==> src/rtl/mem_arbiter.sv <==
// mem_arbiter: serialises the MIPS core's fetch and data ports onto one
// request/acknowledge memory, with a per-access watchdog and sticky error.
// Optional feature macro: ARB_FAIR_EN (alternating tie-break between ports).
module mem_arbiter #(
    parameter int unsigned TIMEOUT = 255
) (
    input  logic        clk,
    input  logic        reset,
    input  logic        i_req,
    input  logic [31:0] i_addr,
    output logic [31:0] i_rdata,
    output logic        i_ready,
    input  logic        d_req,
    input  logic        d_we,
    input  logic [31:0] d_addr,
    input  logic [31:0] d_wdata,
    output logic [31:0] d_rdata,
    output logic        d_ready,
    output logic        m_req,
    output logic        m_we,
    output logic [31:0] m_addr,
    output logic [31:0] m_wdata,
    input  logic [31:0] m_rdata,
    input  logic        m_ack,
    output logic        err
);

    localparam int unsigned WD_W = $clog2(TIMEOUT + 1);

    typedef enum logic [1:0] {
        IDLE  = 2'd0,
        IBUSY = 2'd1,
        DBUSY = 2'd2
    } state_e;

    state_e          state_q, state_d;
    logic [WD_W-1:0] wd_q, wd_d;
    logic [31:0]     addr_q, addr_d;
    logic [31:0]     wdata_q, wdata_d;
    logic            we_q, we_d;
    logic            err_q, err_d;
    logic            take_i, take_d;
    logic            tmo_c;
    logic            tie_data_c;

`ifdef ARB_FAIR_EN
    // 1 = data port received the most recent grant
    logic last_d_q, last_d_d;

    // Ties go to the port not served last
    always_comb tie_data_c = ~last_d_q;
`else
    // Ties always go to the data port
    always_comb tie_data_c = 1'b1;
`endif

    // Next-state, grant latching, watchdog and per-port ready/rdata
    always_comb begin
        state_d = state_q;
        wd_d    = wd_q;
        addr_d  = addr_q;
        we_d    = we_q;
        wdata_d = wdata_q;
        err_d   = err_q;
        i_ready = 1'b0;
        d_ready = 1'b0;
        i_rdata = 32'd0;
        d_rdata = 32'd0;
        take_i  = 1'b0;
        take_d  = 1'b0;
        tmo_c   = (wd_q == WD_W'(TIMEOUT - 1)) && !m_ack;
`ifdef ARB_FAIR_EN
        last_d_d = last_d_q;
`endif

        unique case (state_q)
            IDLE: begin
                if (d_req && (!i_req || tie_data_c)) begin
                    take_d = 1'b1;
                end else if (i_req) begin
                    take_i = 1'b1;
                end
            end
            IBUSY: begin
                if (m_ack) begin
                    i_ready = 1'b1;
                    i_rdata = m_rdata;
                    take_d  = d_req;
                end else if (tmo_c) begin
                    i_ready = 1'b1;
                    err_d   = 1'b1;
                end else begin
                    wd_d = wd_q + WD_W'(1);
                end
            end
            DBUSY: begin
                if (m_ack) begin
                    d_ready = 1'b1;
                    d_rdata = m_rdata;
                    take_i  = i_req;
                end else if (tmo_c) begin
                    d_ready = 1'b1;
                    err_d   = 1'b1;
                end else begin
                    wd_d = wd_q + WD_W'(1);
                end
            end
            default: begin
                state_d = IDLE;
            end
        endcase

        if (take_d) begin
            state_d = DBUSY;
            addr_d  = d_addr;
            we_d    = d_we;
            wdata_d = d_wdata;
            wd_d    = '0;
`ifdef ARB_FAIR_EN
            last_d_d = 1'b1;
`endif
        end else if (take_i) begin
            state_d = IBUSY;
            addr_d  = i_addr;
            we_d    = 1'b0;
            wdata_d = 32'd0;
            wd_d    = '0;
`ifdef ARB_FAIR_EN
            last_d_d = 1'b0;
`endif
        end else if ((state_q != IDLE) && (m_ack || tmo_c)) begin
            state_d = IDLE;
            we_d    = 1'b0;
            wdata_d = 32'd0;
            wd_d    = '0;
        end
    end

    // State, latched memory fields, watchdog and sticky error
    always_ff @(posedge clk or negedge reset) begin
        if (!reset) begin
            state_q <= IDLE;
            wd_q    <= '0;
            addr_q  <= 32'd0;
            we_q    <= 1'b0;
            wdata_q <= 32'd0;
            err_q   <= 1'b0;
        end else begin
            state_q <= state_d;
            wd_q    <= wd_d;
            addr_q  <= addr_d;
            we_q    <= we_d;
            wdata_q <= wdata_d;
            err_q   <= err_d;
        end
    end

`ifdef ARB_FAIR_EN
    // Last-grant register, resets to the fetch port
    always_ff @(posedge clk or negedge reset) begin
        if (!reset) begin
            last_d_q <= 1'b0;
        end else begin
            last_d_q <= last_d_d;
        end
    end
`endif

    // Memory-side outputs are direct decodes of registered state
    always_comb begin
        m_req   = (state_q != IDLE);
        m_we    = we_q;
        m_addr  = addr_q;
        m_wdata = wdata_q;
        err     = err_q;
    end

endmodule

==> config.mk <==
export PLATFORM = sky130hd
export DESIGN_NAME = mem_arbiter
export DESIGN_NICKNAME = d
export VERILOG_FILES = /design/src/rtl/mem_arbiter.sv
export SDC_FILE = /design/constraint.sdc
export NUM_CORES = 1
export LEC_CHECK = 0
export BUFFER_PORTS_ARGS = -buffer_cell sky130_fd_sc_hd__buf_2
export CAP_MARGIN = 10
export CORE_AREA = 2 2 105 107
export DETAILED_ROUTE_END_ITERATION = 12
export DIE_AREA = 0 0 107 109
export PLACE_DENSITY = 0.73
export SETUP_SLACK_MARGIN = 0.15
export SYNTH_ARGS = -nofsm -noshare
export SYNTH_HDL_FRONTEND = slang
export SYNTH_SLANG_ARGS = --single-unit
==> constraint.sdc <==
create_clock -name clk -period 5.6 [get_ports clk]
set_input_delay 0.28 -clock clk [delete_from_list [all_inputs] [get_ports clk]]
set_output_delay 0.28 -clock clk [all_outputs]
set_load 0.02 [all_outputs]
==> results.json, run 1 <==
{
  "placedCellCount": 778,
  "syn2layout_area_growth_pct": 42.3,
  "max-cap-violations": 0,
  "finalWirelength_um": 12700,
  "synthMuxAreaShare_pct": 0.258,
  "p_int_mw": 1.72,
  "antenna_violating_nets_post_route": 0,
  "power-per-cell-area_nw_per_um2": 567,
  "floorplan.die.height_um": 109,
  "core_area_um2": 10600,
  "skew_ps": 6.76,
  "r2r.worst_path.cells": 6,
  "fmaxAchievable_mhz": 339,
  "ff_latch_area_um2": 1900,
  "postSynthRegisterBits": 76,
  "post_syn_instances": 410,
  "globalplace.congestion": 0.809,
  "timing.critical_path.from_type": "flop",
  "cts-root-buf": "clkbuf_8",
  "min_path_type": "input port to async pin",
  "tritoncts_num_sinks": 76,
  "post_cts_buffers": 0,
  "power.static_leakage_nw": 3.14,
  "layout.cells.most_common": "buf_2",
  "nNetsFinal": 791,
  "total_nets_after_synthesis": 550,
  "hold_viol": 0,
  "drcViolationCount": 0,
  "gr-usage-met3_pct": 3.47,
  "outcome": "finished, final reports clean",
  "synth_top_family_by_area": "simple AND/OR/NAND/NOR gates",
  "synth.yosys.seq_area_share_pct": 49.0,
  "cts.reportedPaths.clkPinSlew_ps": 80,
  "clkPwrFrac_pct": 16.4,
  "netlist-cell-type-count": 35,
  "drt_pass_1_iters": 5,
  "power.switching_fraction_pct": 45.1,
  "synthesized_area_um2": 3880,
  "groute.usage.overall_pct": 20.7,
  "synth_adder_area_share_pct": 1.93,
  "cp_data_arrival_time_ps": 3150,
  "io_buffer_count": 266,
  "setup_viol_count_final": 0,
  "tightest_slew_ps": 975,
  "layout_common_cells": "buf_2 (265), dfrtp_1 (76), and3_1 (64)",
  "worst-setup-path-type": "flop to flop",
  "fraction_of_the_core_area_covered_by_cells_at_the_end_of_the_flow_pct": 52.1,
  "critical_path.cell_chain": "inv_1 -> ha_1 -> nand2_1 -> o21a_1 -> o211ai_1 -> nor2_1",
  "fin_cells": 798,
  "design.die.area_um2": 11700,
  "cts.path.max_buffers": 2,
  "ys_warn_count": 0,
  "detail_route.vias_per_cell": 5.26,
  "first_global_vias": 3834,
  "synth_compound_gate_area_share_pct": 20.2,
  "critical-path-max-stage-delay_ps": 720,
  "num_io_pins": 267,
  "cts_tree": "done",
  "cts_max_level": 3,
  "power_frac_comb_pct": 53.5,
  "cts-buffers-inserted": 9,
  "worst_setup_ep_type": "flop",
  "busiest_layer": "met2",
  "finalSetupTns_ps": 0,
  "yosys-top-cells-area": "dfrtp_1 (49%), and3_1 (10%), a22o_1 (7.4%)",
  "number_of_drc_violations_after_detailed_routing_iteration_0": 347,
  "globalRouteMet2Util_pct": 38.1,
  "cts.hold.buffers_added": 0,
  "final_min_period_over_clock_period_pct": 52.7,
  "total_power_mw": 3.13,
  "dp.final_hpwl_um": 9300,
  "multi_input_area_um2": 1780,
  "post_synthesis_share_of_cell_area_spent_on_and_or_nand_and_nor_gates_pct": 22.3,
  "total_switching_power_mw": 1.41,
  "fp-row-count": 38,
  "grt_antenna_before_repair": 2,
  "finalCriticalPeriod_ps": 2950,
  "clkLatencyLatePin_ps": 340,
  "avgSynthCellArea_um2": 9.47,
  "num_vias": 4194,
  "synth_top_cell_by_area": "dfrtp_1",
  "dieWidth_um": 107,
  "layout-drive-gt1-share_pct": 44.2,
  "cts_repair_resize_count": 0,
  "grt.met1_usage_pct": 23.2,
  "grt_overflow_total": 0,
  "maxSlewHeadroom_pct": 35.0,
  "grt_setup_unrepaired": "no",
  "filler_cell_count": 995,
  "timing.critical_path.slowest_stage_cell": "ha_1",
  "cp_max_fo": 35,
  "wire_per_inst_um": 15.9,
  "vdd_ir_drop_max_mv": 0.250,
  "area_share_of_the_leading_cell_type_in_the_synthesized_netlist_pct": 49.0,
  "crit_required_ps": 5800,
  "synthesized_area_fraction_occupied_by_xor_and_xnor_cells_pct": 0.902,
  "initial_core_util_pct": 36.6,
  "grt_start_max_net_pins": 77,
  "grt_pass1_wl_um": 18700,
  "report.final.slew_viol_count": 0,
  "seq_power_share_pct": 30.1
}
-- critical path, delay by kind of cell (launching register included) --
family,cells,cell delay [ps]
AO/OA/AOI/OAI,2,1190
adder cells (fa/ha/maj),1,720
buffers and inverters,1,130
flip-flops,1,420
AND/OR/NAND/NOR,2,350
-- cells in the mapped netlist --
master     n
a21o_1     2
o211ai_1   1
o21ai_2    1
nand3_1   34
clkbuf_1  28
nand4b_1   1
or2_2      2
inv_1      5
xnor2_1    4
a211oi_1   1
o21a_1     3
nor4_1     1
nand2_1    5
o21ai_0   35
nor2b_1    4
nand4_1    3
nor3_1     1
dfrtp_1   76
and3_1    64
mux2i_1    1
nor2_1    41
and2_1     1
o41ai_1    1
nand3b_1   1
and4_1     1
nor4b_1    1
a31oi_1   32
ha_1       6
a22o_1    33
and4b_1    1
a21oi_1    6
nand2b_1   1
buf_6      4
buf_2      8
a211oi_4   1
-- sequential cells by signal, summed over array words and instances, names as in the netlist --
name	cells
m_addr	32
m_wdata	32
wd_q	8
state_q	2
err	1
m_we	1
-- path summary, 6_finish.rpt --
check	from	end	slack [ps]
setup / recovery	state_q[0]$_DFFE_PN0P_	wd_q[7]$_DFFE_PN0P_	2650
hold / removal	reset	m_wdata[0]$_DFFE_PN0P_	80
setup reg to reg	state_q[0]$_DFFE_PN0P_	wd_q[7]$_DFFE_PN0P_	2650
hold reg to reg	err$_DFFE_PN0P_	err$_DFFE_PN0P_	470
max in group asynchronous	reset	m_addr[1]$_DFFE_PN0P_	4920
min in group clk	d_wdata[6]	m_wdata[6]$_DFFE_PN0P_	160
-- per-layer routing --
metal / share of wire, % / vias to the layer above
li1: - / 1983
met3: 7.3 / 22
met4: 2.4 / 0
met1: 38 / 1965
met2: 53 / 224
met5: 0 / -
-- area by class of cell --
class | count | share of cell area [%]
Timing Repair Buffer | 270 | 25.2
Clock inverter | 4 | 1.72
Multi-Input combinational cell | 289 | 32.3
Antenna cell | 2 | 0.0906
Clock buffer | 12 | 2.81
Inverter | 5 | 0.340
Tap cell | 140 | 3.17
Sequential cell | 76 | 34.4
-- power groups by stage --
stage	clock network, mW	registers [mW]	logic, mW
2_1_floorplan	0	1.20	0.874
3_3_place_gp	0	0.940	1.59
3_5_place_dp	0	0.940	1.65
4_1_cts	0.529	0.940	1.64
5_1_grt	0.554	0.969	1.82
6_report	0.514	0.942	1.67
-- cells by family (layout without fill, tap and decap cells) --
family                     Yosys count  in the layout
AOI/OAI and AO/OA                  116            116
xor gates and xnor gates             4              4
adders and majority gates            6              6
buffers and inverters               45            291
DFF                                 76             76
muxes                                1              1
other                                0              2
and+or+nand+nor                    162            162
-- through the flow --
stage,hold slack [ps],worst slack (ps),instance area [um2]
5_1_grt,133,2340,5530
4_1_cts,101,2210,5480
6_report,75.9,2650,5530
3_3_place_gp,440,2440,5230
2_1_floorplan,-15.6,3830,3880
3_5_place_dp,464,2250,5230
Power figures use the tool's default switching activity.
==> inputs of run 2 (changes only) <==
Settings changed: ABC_AREA set to 1, CORE_AREA 2 2 105 107 to not set, CORE_UTILIZATION set to 38, DIE_AREA 0 0 107 109 to not set, PLACE_DENSITY 0.73 to 0.78.
Clock period 5.6 ns to 2.65 ns, I/O delays scaled along.
==> run 2 against run 1 <==
Area after synthesis is 0.42% lower. Total power grew 75%. Combinational power up 72%. Critical endpoint is now m_addr[1]$_DFFE_PN0P_. Critical path type unchanged. Highest routed layer unchanged. Global-route usage grew 3.1 points. Register-to-register slack worse by 2100 ps. Synthesized cell count grew 28%.
==> results.json, run 2 <==
{
  "first_global_vias": 3968,
  "number_of_drc_violations_after_detailed_routing_iteration_0": 164,
  "maxSlewHeadroom_pct": 37.1,
  "max-cap-violations": 0,
  "cts_repair_resize_count": 0,
  "syn2layout_area_growth_pct": 50.1,
  "dieWidth_um": 103,
  "nNetsFinal": 957,
  "synth_edf_count": 0,
  "clkLatencyLatePin_ps": 350,
  "antenna_violating_nets_post_route": 0,
  "fraction_of_the_core_area_covered_by_cells_at_the_end_of_the_flow_pct": 59.1,
  "num_io_pins": 267,
  "groute.usage.overall_pct": 23.8,
  "total_nets_after_synthesis": 664,
  "grt_start_max_net_pins": 77,
  "io_buffer_count": 266,
  "initial_core_util_pct": 39.4,
  "cts_max_level": 3,
  "core_area_um2": 9820,
  "grt_antenna_before_repair": 3,
  "r2r.worst_path.cells": 11,
  "met3_wirelength_um": 739,
  "cts.path.max_buffers": 2,
  "area_share_of_the_leading_cell_type_in_the_synthesized_netlist_pct": 49.2,
  "tightest_slew_ps": 944,
  "post_cts_buffers": 0,
  "synthesized_area_um2": 3870,
  "floorplan.die.height_um": 103,
  "postSynthRegisterBits": 76,
  "fp-row-count": 36,
  "ys_warn_count": 0,
  "grt_overflow_total": 0,
  "cp_data_arrival_time_ps": 2330,
  "hold_viol": 0,
  "met2_routed_wl_um": 6710,
  "cts-buffers-inserted": 9,
  "worst-setup-path-type": "flop to flop",
  "synth_top_cell_by_area": "dfrtp_1",
  "min_path_type": "input port to flop",
  "dp.final_hpwl_um": 9100,
  "hold_path_depth": 3,
  "filler_cell_count": 961,
  "fmaxAchievable_mhz": 475,
  "cts-root-buf": "clkbuf_8",
  "layout_common_cells": "buf_2 (265), nand2_1 (160), nor2_1 (104)",
  "power-per-cell-area_nw_per_um2": 946,
  "ys_top_cells_by_count": "nand2_1 (160), nor2_1 (104), dfrtp_1 (76)",
  "num_vias": 4399,
  "drcViolationCount": 0,
  "highest-signal-layer": "met4",
  "tritoncts_num_sinks": 76,
  "yosys_most_used_dff": "dfrtp_1",
  "final_min_period_over_clock_period_pct": 79.5,
  "cts.reportedPaths.clkPinSlew_ps": 80,
  "crit_required_ps": 2870,
  "grt_setup_unrepaired": "no",
  "timing.critical_path.from_type": "flop",
  "drt_pass_1_iters": 5,
  "worst_setup_ep_type": "flop",
  "power.static_leakage_nw": 3.50,
  "outcome": "finished, final reports clean",
  "layout-drive-gt1-share_pct": 37.0,
  "synth_most_common_cell": "nand2_1",
  "globalplace.congestion": 0.800,
  "finalSetupTns_ps": 0,
  "wire_per_inst_um": 13.3,
  "post_syn_instances": 524,
  "async_reset_ff_share_pct": 100,
  "vdd_ir_drop_max_mv": 0.505,
  "setup_viol_count_final": 0,
  "report.final.slew_viol_count": 0,
  "design.die.area_um2": 10600,
  "finalWirelength_um": 12700,
  "avgSynthCellArea_um2": 7.38,
  "finalCriticalPeriod_ps": 2110,
  "synth.yosys.seq_area_share_pct": 49.2,
  "layout.cells.most_common": "buf_2",
  "skew_ps": 13.4,
  "wl_met1_um": 4950,
  "cts_tree": "done",
  "cp_max_fo": 33,
  "grt_pass1_wl_um": 18700,
  "detail_route.vias_per_cell": 4.58,
  "yosys-top-cells-area": "dfrtp_1 (49%), nand2_1 (16%), nor2_1 (10%)",
  "netlist-cell-type-count": 23
}
==> run 2: changes by cell type in the layout (fill, tap and decap cells not counted), moves of 6 or more <==
cell / before / now
buf_4: 3 / 9
and3_1: 64 / 0
nor2_1: 41 / 104
inv_1: 5 / 49
a31oi_1: 32 / 0
dlygate4sd3_1: 0 / 34
a22o_1: 33 / 0
o21ai_1: 0 / 38
nand2_1: 5 / 160
nand3_1: 34 / 6
==> run 2: kinds of logic (layout without fill, tap and decap cells) <==
| family | after synthesis | in the layout | synth area share, % |
|---|---|---|---|
| other cells | 0 | 5 | 0 |
| flops | 76 | 76 | 49.2 |
| simple gates | 285 | 285 | 29.4 |
| fa+ha+maj | 6 | 6 | 1.94 |
| buf+inv | 79 | 377 | 8.87 |
| compound gates | 76 | 76 | 10.2 |
| xor+xnor | 2 | 2 | 0.453 |
==> run 2: path summary, 6_finish.rpt <==
path / start / end / slack [ps]
worst max-delay path: state_q[0]$_DFFE_PN0P_ / m_addr[1]$_DFFE_PN0P_ / 540
worst min-delay path: d_addr[7] / m_addr[7]$_DFFE_PN0P_ / 40
worst max register to register: state_q[0]$_DFFE_PN0P_ / m_addr[1]$_DFFE_PN0P_ / 540
worst min register to register: m_wdata[0]$_DFFE_PN0P_ / m_wdata[0]$_DFFE_PN0P_ / 470
max in group asynchronous: reset / err$_DFFE_PN0P_ / 1570
min in group asynchronous: reset / m_addr[20]$_DFFE_PN0P_ / 470
==> run 2: through the flow <==
stage	setup WS, ps	cell area (um2)	std cells	hold slack [ps]	power, mW
finish	543	5800	960	41.8	5.49
global route	375	5800	958	38.8	5.92
CTS	537	5790	955	23.3	5.52
detailed placement	553	5280	905	336	4.70
global placement	608	5280	905	333	4.65
floorplan	1010	3870	524	-163	3.78
==> run 2: area by class of cell <==
cell class	count	area, um2	share of cell area, %
Tap cell	133	166	2.87
Clock inverter	6	40.0	0.690
Sequential cell	76	1900	32.8
Clock buffer	10	128	2.20
Timing Repair Buffer	308	1730	29.9
Antenna cell	5	12.5	0.216
Inverter	53	199	3.43
Multi-Input combinational cell	369	1620	27.9
==> run 2: where the power goes <==
part           switching, mW  internal (mW)
sequential             0.249           1.60
clock                  0.429          0.340
combinational           1.95          0.922
==> run 2: worst max-delay path: stages, from the launching register on <==
cell     delay [ps]
dfrtp_1         400
inv_1           150
ha_1            210
inv_2            80
nand2_1          70
nand3_2         140
nand2_2         140
buf_4           300
inv_2            80
buf_4           240
nand2_1          90
o21ai_0          70
==> run 2: per-layer routing <==
layer  vias up  GRT usage [%]
met5         -              0
met4         0           13.2
met3        22           4.20
met2       191           44.2
met1      1993           25.3
li1       2193              -
==> run 2: repair_timing <==
action,CTS,global route
setup endpoints to repair,0,0
hold buffers,34,0
endpoints found under the hold margin,109,0
==> inputs of run 3 (changes only) <==
Settings changed: ABC_AREA 1 to 0, PLACE_DENSITY 0.78 to 0.77.
Clock period 2.65 ns to 1.8 ns, I/O delays scaled along.
==> run 3 against run 2 <==
The run now ends with negative setup slack left. Utilization is 15 points higher. Sequential cell count stayed put. Via count is 13% higher. Largest cell class is now buffers. Total power is 120% higher. Hold slack worse by 31 ps. Critical path depth is 2 lower. Global-route usage is 5.3 points higher. Sequential share of layout area is 6.6 points lower. Critical path type unchanged.
==> results.json, run 3 (synthesis results as in run 1) <==
{
  "min_path_type": "input port to flop",
  "cts-root-buf": "clkbuf_8",
  "worst_setup_slack_after_layout_ps": -146,
  "multi_input_area_um2": 2120,
  "dp_worst_setup_slack_ps": -114,
  "clkLatencyLatePin_ps": 360,
  "fin_cells": 900,
  "design_area_um2": 7280,
  "worst_setup_ep_type": "flop",
  "p_int_mw": 6.77,
  "design.die.area_um2": 10600,
  "setup_viol_count_final": 100,
  "grt_overflow_total": 0,
  "drcViolationCount": 0,
  "initial_core_util_pct": 39.5,
  "outcome": "complete, but fails checks",
  "hold_viol": 0,
  "hold_path_end": "m_addr[8]$_DFFE_PN0P_",
  "cts.path.max_buffers": 2,
  "finalCriticalPeriod_ps": 1950,
  "cts_max_level": 3,
  "filler_cell_count": 694,
  "power-per-cell-area_nw_per_um2": 1670,
  "cts.reportedPaths.clkPinSlew_ps": 80,
  "power.static_leakage_nw": 3.73,
  "power.switching_fraction_pct": 44.3,
  "reg2reg_slack_ps": -150,
  "place_area_um2": 5390,
  "ff_latch_area_um2": 1900,
  "dp.final_hpwl_um": 9460,
  "seq_power_share_pct": 24.1,
  "tightest_slew_ps": 518,
  "cts_tree": "done",
  "floorplan.die.height_um": 103,
  "groute.usage.overall_pct": 29.1,
  "grt_setup_unrepaired": "yes",
  "clkPwrFrac_pct": 12.3,
  "fmaxAchievable_mhz": 514,
  "grt_start_max_net_pins": 66,
  "detail_route.vias_per_cell": 5.51,
  "antenna_violating_nets_post_route": 0,
  "grt_pass1_wl_um": 23000,
  "final_min_period_over_clock_period_pct": 108,
  "total_power_mw": 12.2,
  "hold_path_depth": 3,
  "num_vias": 4957,
  "layout.cells.most_common": "buf_2",
  "fp-row-count": 36,
  "maxSlewHeadroom_pct": 65.5,
  "dieWidth_um": 103,
  "crit_required_ps": 2090,
  "worst_hold_startpoint": "d_addr[8]",
  "first_global_vias": 4747,
  "report.final.slew_viol_count": 0,
  "io_buffer_count": 266,
  "nNetsFinal": 900,
  "reg2reg_from": "state_q[1]$_DFFE_PN0P_",
  "placedCellCount": 786,
  "tritoncts_num_sinks": 76,
  "grt_antenna_before_repair": 2,
  "cts-buffers-inserted": 9,
  "vdd_ir_drop_max_mv": 0.923,
  "total_switching_power_mw": 5.38,
  "layout_common_cells": "buf_2 (231), dfrtp_1 (76), dlygate4sd3_1 (64)",
  "layout-drive-gt1-share_pct": 51.4,
  "finalWirelength_um": 16700,
  "worst-setup-path-type": "flop to flop",
  "wire_per_inst_um": 18.6,
  "num_io_pins": 267,
  "r2r.worst_path.cells": 9,
  "cp_data_arrival_time_ps": 2230,
  "finalSetupTns_ps": -7690,
  "violations": "negative setup slack",
  "core_area_um2": 9820,
  "skew_ps": 11.8,
  "cp_max_fo": 8,
  "number_of_drc_violations_after_detailed_routing_iteration_0": 234,
  "timing.critical_path.from_type": "flop",
  "drt_pass_1_iters": 6,
  "power_frac_comb_pct": 63.6,
  "syn2layout_area_growth_pct": 87.5,
  "max-cap-violations": 0,
  "timing.rr.end": "m_wdata[25]$_DFFE_PN0P_",
  "globalplace.congestion": 0.754
}
[run 3: timing repair]
action / CTS / global route
setup endpoints to repair: 140 / 141
gates cloned: 5 / 4
hold endpoints to repair: 90 / 0
setup buffers: 17 / 6
gates resized for setup: 95 / 65
pin swaps: 26 / 5
hold buffers: 64 / 0
[run 3: routing by layer]
layer / wire length, um / global-route usage, % / part of all wire (%)
met2: 9090 / 55.6 / 54
met1: 5920 / 29.7 / 35
met3: 1110 / 4.00 / 6.6
met4: 616 / 17.8 / 3.7
met5: 0 / 0 / 0
[run 3: worst max path at each step]
stage | start | endpoint | slack (ps) | cells after the start
after floorplan | state_q[0]$_DFFE_PN0P_ | m_wdata[0]$_DFFE_PN0P_ | 40 | 8
final | state_q[1]$_DFFE_PN0P_ | m_wdata[25]$_DFFE_PN0P_ | -150 | 9
after global routing | state_q[1]$_DFFE_PN0P_ | m_wdata[14]$_DFFE_PN0P_ | -180 | 9
after CTS | state_q[0]$_DFFE_PN0P_ | m_wdata[24]$_DFFE_PN0P_ | -20 | 8
after global placement | state_q[0]$_DFFE_PN0P_ | m_addr[26]$_DFFE_PN0P_ | 10 | 7
after detailed placement | state_q[0]$_DFFE_PN0P_ | m_addr[21]$_DFFE_PN0P_ | -110 | 7
[run 3: layout make-up]
cell class | count | area share (%)
inverters | 5 | 0.258
multi-input cells | 289 | 29.1
flip-flops and latches | 76 | 26.1
clock inverters | 5 | 1.15
clock buffers | 11 | 1.94
diodes | 2 | 0.0688
well taps | 133 | 2.29
repair buffers | 379 | 39.0
[run 3: metrics by stage]
step / hold slack [ps] / util [%]
2_1_floorplan: -206 / -
3_3_place_gp: 85.3 / 54.9
3_5_place_dp: 94.1 / 54.9
4_1_cts: 0.213 / 70.2
5_1_grt: 17.9 / 74.1
6_report: 10.5 / 74.1
[run 3: critical path, cell delays in order, from the launching register on]
cell and delay, ps:
dfrtp_1 400, inv_2 90, buf_6 130, ha_4 160, and2_1 200, o21a_2 250
a211oi_4 210, buf_6 160, buf_16 120, a22o_1 160
[run 3: power groups by stage]
stage	logic, mW	clock network [mW]	registers, mW
after detailed placement	5.46	0	2.88
after global placement	5.25	0	2.89
after floorplan	2.76	0	3.75
after global routing	8.16	1.60	2.99
after CTS	6.82	1.50	2.89
final	7.72	1.50	2.93
